File: config.mk
export PLATFORM = sky130hd
export DESIGN_NAME = fwd_hazard_unit_p
export DESIGN_NICKNAME = d
export VERILOG_FILES = /design/src/rtl/fwd_hazard_unit_p_pkg.sv /design/src/rtl/fwd_hazard_unit_p_match.sv /design/src/rtl/fwd_hazard_unit_p.sv
export SDC_FILE = /design/constraint.sdc
export NUM_CORES = 1
export LEC_CHECK = 0
export ABC_CLOCK_PERIOD_IN_PS = 5650
export CORE_MARGIN = 1.5
export CORE_UTILIZATION = 50
export DETAILED_ROUTE_END_ITERATION = 8
export DONT_BUFFER_PORTS = 1
export GPL_ROUTABILITY_DRIVEN = 0
export PLACE_DENSITY_LB_ADDON = 0.05
export SLEW_MARGIN = 25
export SYNTH_ARGS = -nofsm -noshare
export SYNTH_HDL_FRONTEND = slang
export SYNTH_SLANG_ARGS = --single-unit
File: constraint.sdc
create_clock -name clk -period 5.65 [get_ports clk]
set_clock_uncertainty 0.15 [all_clocks]
set_input_delay 0.565 -clock clk [delete_from_list [all_inputs] [get_ports clk]]
set_output_delay 0.565 -clock clk [all_outputs]
set_load 0.02 [all_outputs]
File: src/rtl/fwd_hazard_unit_p_pkg.sv
// -----------------------------------------------------------------------------
// fwd_hazard_unit_p_pkg
//   Shared definitions for the parametrised forwarding / load-use hazard unit:
//   forward-select encoding, the layout of one in-flight write tracker entry,
//   and the elaboration-time parameter legality check.
//
//   Tracker entry layout (packed, LSB first):
//     [ENT_FLAGS_W-1:0]              ent_flags_t {valid, wr, is_load}
//     [ENT_FLAGS_W +: REG_AW]        rd
// -----------------------------------------------------------------------------
package fwd_hazard_unit_p_pkg;

    // Forward select encoding: 0 reads the register file, k+1 takes entry k.
    localparam int FWD_REGFILE    = 0;
    localparam int FWD_STAGE_BASE = 1;

    // Per-entry control flags; valid is the MSB of the flag group.
    typedef struct packed {
        logic valid;
        logic wr;
        logic is_load;
    } ent_flags_t;

    localparam int ENT_FLAGS_W = $bits(ent_flags_t);

    function automatic int ent_width(input int reg_aw);
        return reg_aw + ENT_FLAGS_W;
    endfunction

    // Load data becomes forwardable LOAD_LAT cycles after EX/MEM, so it must
    // still be inside the tracker at that point.
    function automatic bit params_legal(input int reg_aw, input int num_src,
                                        input int depth, input int load_lat,
                                        input int cnt_w, input int sel_w);
        return (reg_aw >= 1) && (num_src >= 1) && (depth >= 1) &&
               (load_lat >= 0) && (load_lat < depth) && (cnt_w >= 1) &&
               (sel_w >= $clog2(depth + 1));
    endfunction

endpackage

File: src/rtl/fwd_hazard_unit_p_match.sv
// -----------------------------------------------------------------------------
// fwd_match_prio
//   Priority encoder for one EX source operand across all DEPTH tracker
//   entries. The youngest (lowest index) matching entry wins; its index drives
//   the forward select and, if it is a load that is still too young to have
//   data, raises hazard_o.
//
//   Ports:
//     ent_i       in   DEPTH packed tracker entries, entry k at [k*ENT_W +: ENT_W]
//     rs_i        in   source register address
//     rs_used_i   in   source is actually read (0 for immediate operands)
//     ex_valid_i  in   EX holds a real instruction
//     sel_o       out  0 = register file, k+1 = entry k
//     hazard_o    out  winning entry is a load not yet forwardable
// -----------------------------------------------------------------------------
module fwd_match_prio
    import fwd_hazard_unit_p_pkg::*;
#(
    parameter int REG_AW   = 5,
    parameter int DEPTH    = 3,
    parameter int LOAD_LAT = 1,
    parameter int SEL_W    = $clog2(DEPTH + 1)
) (
    input  logic [DEPTH*(REG_AW+ENT_FLAGS_W)-1:0] ent_i,
    input  logic [REG_AW-1:0]                     rs_i,
    input  logic                                  rs_used_i,
    input  logic                                  ex_valid_i,
    output logic [SEL_W-1:0]                      sel_o,
    output logic                                  hazard_o
);

    localparam int ENT_W = REG_AW + ENT_FLAGS_W;

    logic [ENT_W-1:0]  ent;
    ent_flags_t        flags;
    logic [REG_AW-1:0] rd;
    logic [SEL_W-1:0]  sel;
    logic              hit_hazard;

    always_comb begin
        sel        = SEL_W'(FWD_REGFILE);
        hit_hazard = 1'b0;
        ent        = '0;
        flags      = '0;
        rd         = '0;
        // Walk oldest to youngest so a younger match overwrites an older one.
        for (int k = DEPTH - 1; k >= 0; k--) begin
            ent   = ent_i[k*ENT_W +: ENT_W];
            flags = ent_flags_t'(ent[ENT_FLAGS_W-1:0]);
            rd    = ent[ENT_FLAGS_W +: REG_AW];
            // x0 is hard-wired zero: never forward from or stall on it.
            if (flags.valid && flags.wr && (rd != '0) && (rd == rs_i) && rs_used_i) begin
                sel        = SEL_W'(k + FWD_STAGE_BASE);
                hit_hazard = flags.is_load && (k < LOAD_LAT);
            end
        end
    end

    assign sel_o    = ex_valid_i ? sel : SEL_W'(FWD_REGFILE);
    assign hazard_o = hit_hazard;

endmodule

File: src/rtl/fwd_hazard_unit_p.sv
// -----------------------------------------------------------------------------
// fwd_hazard_unit_p
//   Forwarding and load-use hazard unit beside the EX stage. In-flight register
//   writes are tracked internally in a DEPTH-entry shift register (entry 0 =
//   EX/MEM, entry DEPTH-1 = oldest), so no per-stage rd inputs are needed.
//
//   Ports:
//     clk, rst         clock, synchronous active-high reset
//     ex_valid_i       EX holds a real instruction
//     ex_reg_write_i   EX instruction writes rd
//     ex_is_load_i     EX instruction is a load
//     ex_rd_i          EX destination register
//     ex_rs_i          EX sources, source j at [j*REG_AW +: REG_AW]
//     ex_rs_used_i     per-source "read from regfile" flag
//     hold_i           global freeze: tracker and counter keep their state
//     flush_i          EX instruction killed; it enters the tracker as a bubble
//     fwd_sel_o        per-source select, 0 = regfile, k+1 = entry k
//     stall_o          load-use hazard this cycle
//     stall_cnt_o      saturating count of stall cycles
// -----------------------------------------------------------------------------
module fwd_hazard_unit_p
    import fwd_hazard_unit_p_pkg::*;
#(
    parameter int REG_AW   = 5,
    parameter int NUM_SRC  = 2,
    parameter int DEPTH    = 3,
    parameter int LOAD_LAT = 1,
    parameter int CNT_W    = 16,
    parameter int SEL_W    = $clog2(DEPTH + 1)
) (
    input  logic                       clk,
    input  logic                       rst,
    input  logic                       ex_valid_i,
    input  logic                       ex_reg_write_i,
    input  logic                       ex_is_load_i,
    input  logic [REG_AW-1:0]          ex_rd_i,
    input  logic [NUM_SRC*REG_AW-1:0]  ex_rs_i,
    input  logic [NUM_SRC-1:0]         ex_rs_used_i,
    input  logic                       hold_i,
    input  logic                       flush_i,
    output logic [NUM_SRC*SEL_W-1:0]   fwd_sel_o,
    output logic                       stall_o,
    output logic [CNT_W-1:0]           stall_cnt_o
);

    localparam int ENT_W = ent_width(REG_AW);

    generate
        if (!params_legal(REG_AW, NUM_SRC, DEPTH, LOAD_LAT, CNT_W, SEL_W)) begin : g_bad_params
            $error("fwd_hazard_unit_p: illegal parameters (need LOAD_LAT < DEPTH, DEPTH >= 1)");
        end
    endgenerate

    logic [ENT_W-1:0]       ent_q [DEPTH];
    logic [ENT_W-1:0]       ent_d [DEPTH];
    logic [DEPTH*ENT_W-1:0] ent_flat;
    logic [CNT_W-1:0]       cnt_q;
    logic [CNT_W-1:0]       cnt_d;
    logic [NUM_SRC-1:0]     hazard_vec;
    ent_flags_t             ex_flags;

    always_comb begin
        ent_flat = '0;
        for (int k = 0; k < DEPTH; k++) begin
            ent_flat[k*ENT_W +: ENT_W] = ent_q[k];
        end
    end

    // Per-source priority match across the tracker.
    for (genvar j = 0; j < NUM_SRC; j++) begin : g_src
        fwd_match_prio #(
            .REG_AW   (REG_AW),
            .DEPTH    (DEPTH),
            .LOAD_LAT (LOAD_LAT),
            .SEL_W    (SEL_W)
        ) u_match (
            .ent_i      (ent_flat),
            .rs_i       (ex_rs_i[j*REG_AW +: REG_AW]),
            .rs_used_i  (ex_rs_used_i[j]),
            .ex_valid_i (ex_valid_i),
            .sel_o      (fwd_sel_o[j*SEL_W +: SEL_W]),
            .hazard_o   (hazard_vec[j])
        );
    end

    assign stall_o = (|hazard_vec) && ex_valid_i && !flush_i;

    // A stalled or flushed EX instruction is replaced by a bubble so it is not
    // seen as a producer; a stalled one is re-presented next cycle.
    always_comb begin
        ex_flags.valid   = ex_valid_i;
        ex_flags.wr      = ex_reg_write_i;
        ex_flags.is_load = ex_is_load_i;
        ent_d[0] = (flush_i || stall_o) ? '0 : {ex_rd_i, ex_flags};
        for (int k = 1; k < DEPTH; k++) begin
            ent_d[k] = ent_q[k-1];
        end
    end

    always_comb begin
        cnt_d = cnt_q;
        if (stall_o && (cnt_q != {CNT_W{1'b1}})) begin
            cnt_d = cnt_q + CNT_W'(1);
        end
    end

    always_ff @(posedge clk) begin
        if (rst) begin
            for (int k = 0; k < DEPTH; k++) begin
                ent_q[k] <= '0;
            end
            cnt_q <= '0;
        end else if (!hold_i) begin
            for (int k = 0; k < DEPTH; k++) begin
                ent_q[k] <= ent_d[k];
            end
            cnt_q <= cnt_d;
        end
    end

    assign stall_cnt_o = cnt_q;

endmodule

==> results of run 1 <==
[routing by layer]
layer	up-vias	track usage	part of all wire
met5	-	0	0
met2	53	0.3013	0.46
met1	822	0.2813	0.47
li1	830	-	-
met3	8	0.08140	0.061
met4	0	0.09150	0.013
[state kept, by name (all words and copies together), names as in the netlist]
register     cells
ent_q           22
stall_cnt_o     16
[worst max-delay path by stage]
stage / startpoint / end / slack, ns / cells past startpoint
2_1_floorplan: ex_rs_i[2] / stall_o / 3.10 / 6
3_3_place_gp: ent_q[0][11] / fwd_sel_o[0] / 2.96 / 4
3_5_place_dp: ent_q[0][11] / fwd_sel_o[2] / 2.90 / 4
4_1_cts: ent_q[0][11] / fwd_sel_o[2] / 2.57 / 4
5_1_grt: ent_q[0][11] / fwd_sel_o[2] / 2.50 / 4
6_report: ent_q[0][11] / fwd_sel_o[2] / 2.61 / 4
[Yosys cell counts (all sizes together) (2+ instances only)]
cell type   n  area [µm²]
and2       24       150.1
edfxtp     22       660.6
xnor2      22       192.7
dfxtp      16       320.3
or4        16       123.9
a21oi      12       60.06
nand2      12       52.55
nand3      11       55.05
o31ai      11       82.58
nand4      10       62.56
nor2        9       33.78
xor2        8       70.07
nor3        6       30.03
buf         5       43.79
nand2b      4       25.02
o21ai       4       20.02
clkbuf      3       11.26
nor4        3       25.02
o211a       3       30.03
or3         3       18.77
a21boi      2       15.01
inv         2       7.510
mux2        2       30.03
nor2b       2       12.51
o211ai      2       15.01
o21a        2       15.01
[worst reg2reg max path, cell delays in order, from the launching register on]
cell and delay (ns):
dfxtp_1 0.53, ha_1 0.26, nand4_1 0.14, or4_4 0.59, nand2_4 0.24, nor3_1 0.12, mux2_4 0.30
[cells in the final DEF, fill, tap and decap left out, drive strengths merged, types with 3 or more instances in the layout]
| master | instances |
|---|---|
| nor3 | 6 |
| nor4 | 3 |
| o21ai | 4 |
| edfxtp | 22 |
| o31ai | 11 |
| nand4 | 10 |
| nand2 | 12 |
| nand2b | 4 |
| or3 | 3 |
| nand3 | 11 |
| nor2 | 9 |
| dfxtp | 16 |
| and2 | 24 |
| xor2 | 8 |
| clkbuf | 5 |
| xnor2 | 22 |
| a21oi | 12 |
| o211a | 3 |
| or4 | 16 |
[cell families (layout without fill, tap and decap cells)]
logic type | after synthesis | count (layout)
xor gates and xnor gates | 30 | 30
AOI/OAI and AO/OA | 37 | 37
buffers and inverters | 10 | 11
muxes | 3 | 3
DFF | 38 | 38
and+or+nand+nor | 102 | 102
adders and majority gates | 1 | 1
[power breakdown]
| part | switching, mW | internal (mW) |
|---|---|---|
| combinational | 0.0187 | 0.0217 |
| sequential | 0.0119 | 0.304 |
| clock | 0.0968 | 0.130 |
| total | 0.127 | 0.456 |
[layout make-up]
type	instances	area share
Clock buffer	5	0.02941
Inverter	2	0.003209
Clock inverter	3	0.01711
Multi-Input combinational cell	173	0.5000
Sequential cell	38	0.4193
Timing Repair Buffer	1	0.003209
Tap cell	52	0.02781
==> summary.txt, run 1 <==
Logic synthesis
  – Multiplexer share of the synthesized area: 0.01809
  – Distinct cells, synth: 35
  – Synth Area in Compound Gates: 0.1114
  – XOR/XNOR Fraction of Synth Area: 0.1187
  – YS warnings: 0
  – Async set-or-reset flop fraction in the synthesized netlist: 0
  – Largest family of logic cells by synthesized area: simple AND/OR/NAND/NOR gates
  – Net count after synthesis: around 250
  – Synthesized flop and latch total: 38
  – Main synth FF type: edfxtp_1
  – Synth Instances: between 200 and 250
  – Mapped Area: approximately 2200 µm²
  – Register area share after synthesis: 0.4432
  – Syn avg cell area: around 10 µm²
  – Synth Area in Simple Gates: 0.2747
  – Synthesized-area fraction occupied by adder cells: 0.005653
  – Number of flops mapped to enable cells by yosys: 22

Timing
  – Minimum clock period: about 3.0 ns
  – Slew Limit Fails: 0
  – Setup_tns: 0 ns
  – Slew margin rel.: 0.3359
  – Crit path setup slack, layout: roughly 2.6 ns
  – Unrepaired setup endpoints after global routing: no
  – WHS: a little under 0.2 ns
  – Final period util: 0.5386
  – Slew of the pin with the lowest slew margin: 0.9962 ns
  – Final setup violation count: 0
  – Max Freq: ~330 MHz
  – Hold Vio Cnt, Final: 0

Layout
  – Nets: about 250
  – Fin cells: roughly 270
  – Share of post-route cells with drive strength above 1: 0.06306
  – Multi-input gate area: between 1000 and 1500 µm²
  – N_diodes: 0
  – Core Util, Final: 0.5449
  – Design area: 2340 µm²
  – Fillers: slightly below 400
  – Area growth syn-to-layout: 5.709%
  – Storage cell area: between 900 and 1000 µm²

Status
  – Outcome: finished, final reports clean

GRT
  – First-pass GRT wire length: roughly 8000 µm
  – Largest net degree at the start of global routing: 31
  – Number of global-route vias before repair: 1618
  – Grt total ovfl: 0
  – Initial antenna violation count: 0
  – GRT Total Usage: 0.2098

Clock network
  – Sink Count: 38
  – Clock tree root buffer cell: clkbuf_8
  – Num CTS Buffers: 5
  – H-tree depth: 2
  – CTS tree: built
  – CTS clk-pin slew, worst paths: roughly 0.080 ns
  – Worst skew pair latency: just under 0.3 ns
  – Post CTS Setup Buffer Count: 0
  – Clock buffer depth: 2
  – Cts repair resizes: 0
  – CTS Hold Bufs: 0

Worst setup path
  – CP Capture Type: output port
  – Crit Reg-Reg Endpoint: stall_cnt_o[6]
  – Slowest CP cell: a21boi_0
  – Largest stage delay, worst path: roughly 0.59 ns
  – CP Max Fanout: 4
  – R2r startpoint: stall_cnt_o[0]
  – CP Class: reg -> out
  – Reg-to-reg slack, setup: around 3.2 ns
  – Req. time, crit path: around 4.9 ns
  – WP data arrival: roughly 2.3 ns
  – Setup crit start kind: flop
  – CP cell instances: or4_1 -> o211ai_1 -> o21ai_0 -> a21boi_0
  – Worst path bufs/invs: 0
  – CP top delay family: compound AO/OA/AOI/OAI gates
  – Worst R2R Path Depth: 6

Floorplanning
  – Chip Width: approximately 70 µm
  – FP Rows: 24
  – Initial Util: 0.5154
  – Die Ht: between 60 and 70 µm
  – Core Area: between 4000 and 5000 µm²
  – Num ports: 45
  – Die area: around 4800 µm²

Flow run
  – Max-capacitance violation count: 0

Place
  – I/O Buffers: 0
  – DP HPWL: 3540 µm
  – Placed inst area: 2231 µm²
  – Placed cells: around 270
  – Post-place setup slack: a little under 3 ns

Pwr
  – Pleak: roughly 0.73 nW
  – Power Dens Cells: approximately 250 nW/µm²
  – VDD IR-drop max: ~0.16 mV
  – Power, Total: 583.2 µW

Drt
  – Via density: around 6.3
  – WL final: around 4900 µm
  – DR WL/cell: 17.83 µm
  – DR pass1 iterations: 4
  – Drt initial violations: roughly 70
  – DRC Markers: 0
  – Via count: 1713
  – Post-route ant nets: 0

Worst hold path
  – Min-Delay Startpoint: rst
  – Hold endpoint: stall_cnt_o[8]
  – Tightest Hold Check Type: in -> reg
  – Hold path cells: 1
(Power assumes the default switching activity.)
==> inputs of run 2 (changes only) <==
--- a/config.mk
+++ b/config.mk
@@ -5,7 +5,7 @@
 export SDC_FILE = /design/constraint.sdc
 export NUM_CORES = 1
 export LEC_CHECK = 0
-export ABC_CLOCK_PERIOD_IN_PS = 5650
+export ABC_CLOCK_PERIOD_IN_PS = 2500
 export CORE_MARGIN = 1.5
 export CORE_UTILIZATION = 50
 export DETAILED_ROUTE_END_ITERATION = 8
==> constraint.sdc (replaced) <==
create_clock -name clk -period 2.5 [get_ports clk]
set_clock_uncertainty 0.15 [all_clocks]
set_input_delay 0.25 -clock clk [delete_from_list [all_inputs] [get_ports clk]]
set_output_delay 0.25 -clock clk [all_outputs]
set_load 0.02 [all_outputs]
==> run 2 against run 1 <==
- critical path depth grew 2
- routed wire length grew 11%
- die area stayed put
- critical path type unchanged
==> summary.txt, run 2 (synthesis results as in run 1) <==
Status
  – Outcome: finished, final reports clean

Clock network
  – Clock tree root buffer cell: clkbuf_8
  – Sink Count: 38
  – Worst skew pair latency: slightly below 0.3 ns
  – H-tree depth: 2
  – Num CTS Buffers: 5
  – CTS clk-pin slew, worst paths: roughly 0.070 ns
  – CTS tree: built
  – Clock buffer depth: 2

Timing
  – WHS: around 0.0069 ns
  – Max Freq: 413.4 MHz
  – Unrepaired setup endpoints after global routing: yes
  – Final period util: 0.9676
  – Slew margin rel.: 0.5258
  – Minimum clock period: approximately 2.4 ns
  – Final setup violation count: 0
  – Slew Limit Fails: 0
  – Slew of the pin with the lowest slew margin: about 0.71 ns
  – Hold Vio Cnt, Final: 0

GRT
  – Initial antenna violation count: 0
  – GRT Total Usage: 0.2184
  – Number of global-route vias before repair: 1705
  – First-pass GRT wire length: 8376 µm
  – Grt total ovfl: 0
  – Largest net degree at the start of global routing: 28

Worst setup path
  – CP Class: reg -> out
  – Reg-to-reg slack, setup: between 0.15 and 0.2 ns
  – WP data arrival: 2.02 ns
  – R2r startpoint: ent_q[0][6]
  – CP startpoint: ent_q[0][3]
  – CP Max Fanout: 4
  – Setup crit start kind: flop
  – Req. time, crit path: ~2.1 ns
  – CP Capture Type: output port

Pwr
  – Power Dens Cells: 478.2 nW/µm²
  – Pleak: about 0.86 nW
  – VDD IR-drop max: 0.3291 mV

Worst hold path
  – Min-Delay Startpoint: rst
  – Tightest Hold Check Type: in -> reg

Floorplanning
  – Die area: between 4000 and 5000 µm²
  – Die Ht: between 60 and 70 µm
  – Initial Util: 0.5154
  – Core Area: between 4000 and 5000 µm²
  – Num ports: 45
  – Chip Width: approximately 70 µm
  – FP Rows: 24

Layout
  – Most common cell after layout, fill and taps aside: buf_4
  – Largest reg by FF count: ent_q
  – N_diodes: 0
  – Nets: 276
  – Most frequent cells in the layout: buf_4, and2_1, xnor2_1, edfxtp_1, dfxtp_1
  – Max reg flops: 22
  – Area growth syn-to-layout: 17.02%
  – Core Util, Final: 0.6031
  – Share of post-route cells with drive strength above 1: 0.1706

Drt
  – DRC Markers: 0
  – Via density: roughly 6
  – DR WL/cell: roughly 18 µm
  – WL final: around 5400 µm
  – Drt initial violations: ~130
  – Post-route ant nets: 0
  – Via count: approximately 1800
  – DR pass1 iterations: 4

Place
  – I/O Buffers: 0
  – DP HPWL: 3718 µm

Flow run
  – Max-capacitance violation count: 0
[run 2: cell count changes in the layout (fill, tap and decap cells not counted), moves of 2 or more]
cell	change
dlygate4sd3_1	+5
or3_4	+2
o211a_1	-2
o211a_4	+2
buf_4	+24
a21boi_1	+2
or3_1	-2
a21boi_0	-2
[run 2: per-layer routing]
layer / track usage / up-vias / share of wire
met5: 0 / - / 0
met2: 0.3226 / 69 / 0.47
met4: 0.05447 / 0 / 0.0074
met1: 0.3192 / 880 / 0.45
li1: - / 890 / -
met3: 0.05959 / 7 / 0.073
[run 2: timing repair]
action | in CTS | in global routing
gates resized for setup | 1 | 9
setup buffers | 3 | 9
setup endpoints to repair | 5 | 5
endpoints found under the hold margin | 16 | 1
pin swaps | 1 | 6
gates cloned | 0 | 1
hold buffers | 4 | 1
[run 2: final cells by class]
class / count / area [µm²]
repair buffers: 30 / 237.7
well taps: 52 / 65.06
clock inverters: 2 / 8.758
inverters: 2 / 7.507
multi-input cells: 174 / 1217
clock buffers: 6 / 72.57
fillers: 372 / 1704
flip-flops and latches: 38 / 980.9
[run 2: power by group]
| group | switching [mW] | internal [mW] | total [mW] |
|---|---|---|---|
| Combinational | 0.0554 | 0.0707 | 0.126 |
| Clock | 0.214 | 0.192 | 0.405 |
| Sequential | 0.0202 | 0.687 | 0.707 |
| Total | 0.289 | 0.949 | 1.24 |
[run 2: worst paths after layout]
check	end	depth (start not counted)
setup / recovery	fwd_sel_o[2]	6
hold / removal	stall_cnt_o[1]	2
setup reg to reg	stall_cnt_o[6]	7
hold reg to reg	ent_q[0][18]	1
[run 2: metrics by stage]
| step | power, mW | worst slack (ns) | TNS [ns] | cell area [µm²] | cells |
|---|---|---|---|---|---|
| floorplan | 0.8000 | 0.2774 | 0 | 2213 | 221 |
| global placement | 0.8094 | 0.2463 | 0 | 2321 | 278 |
| detailed placement | 0.8155 | 0.1808 | 0 | 2321 | 278 |
| CTS | 1.224 | -0.01946 | -0.05664 | 2466 | 293 |
| global route | 1.283 | -0.06183 | -0.08257 | 2590 | 304 |
| finish | 1.238 | 0.08100 | 0 | 2590 | 304 |
[run 2: critical path: stages, from the launching register on]
cell,delay [ns]
edfxtp_1,0.43
or4_4,0.56
o211a_1,0.21
inv_1,0.13
or3_4,0.16
a21boi_1,0.07
buf_4,0.16
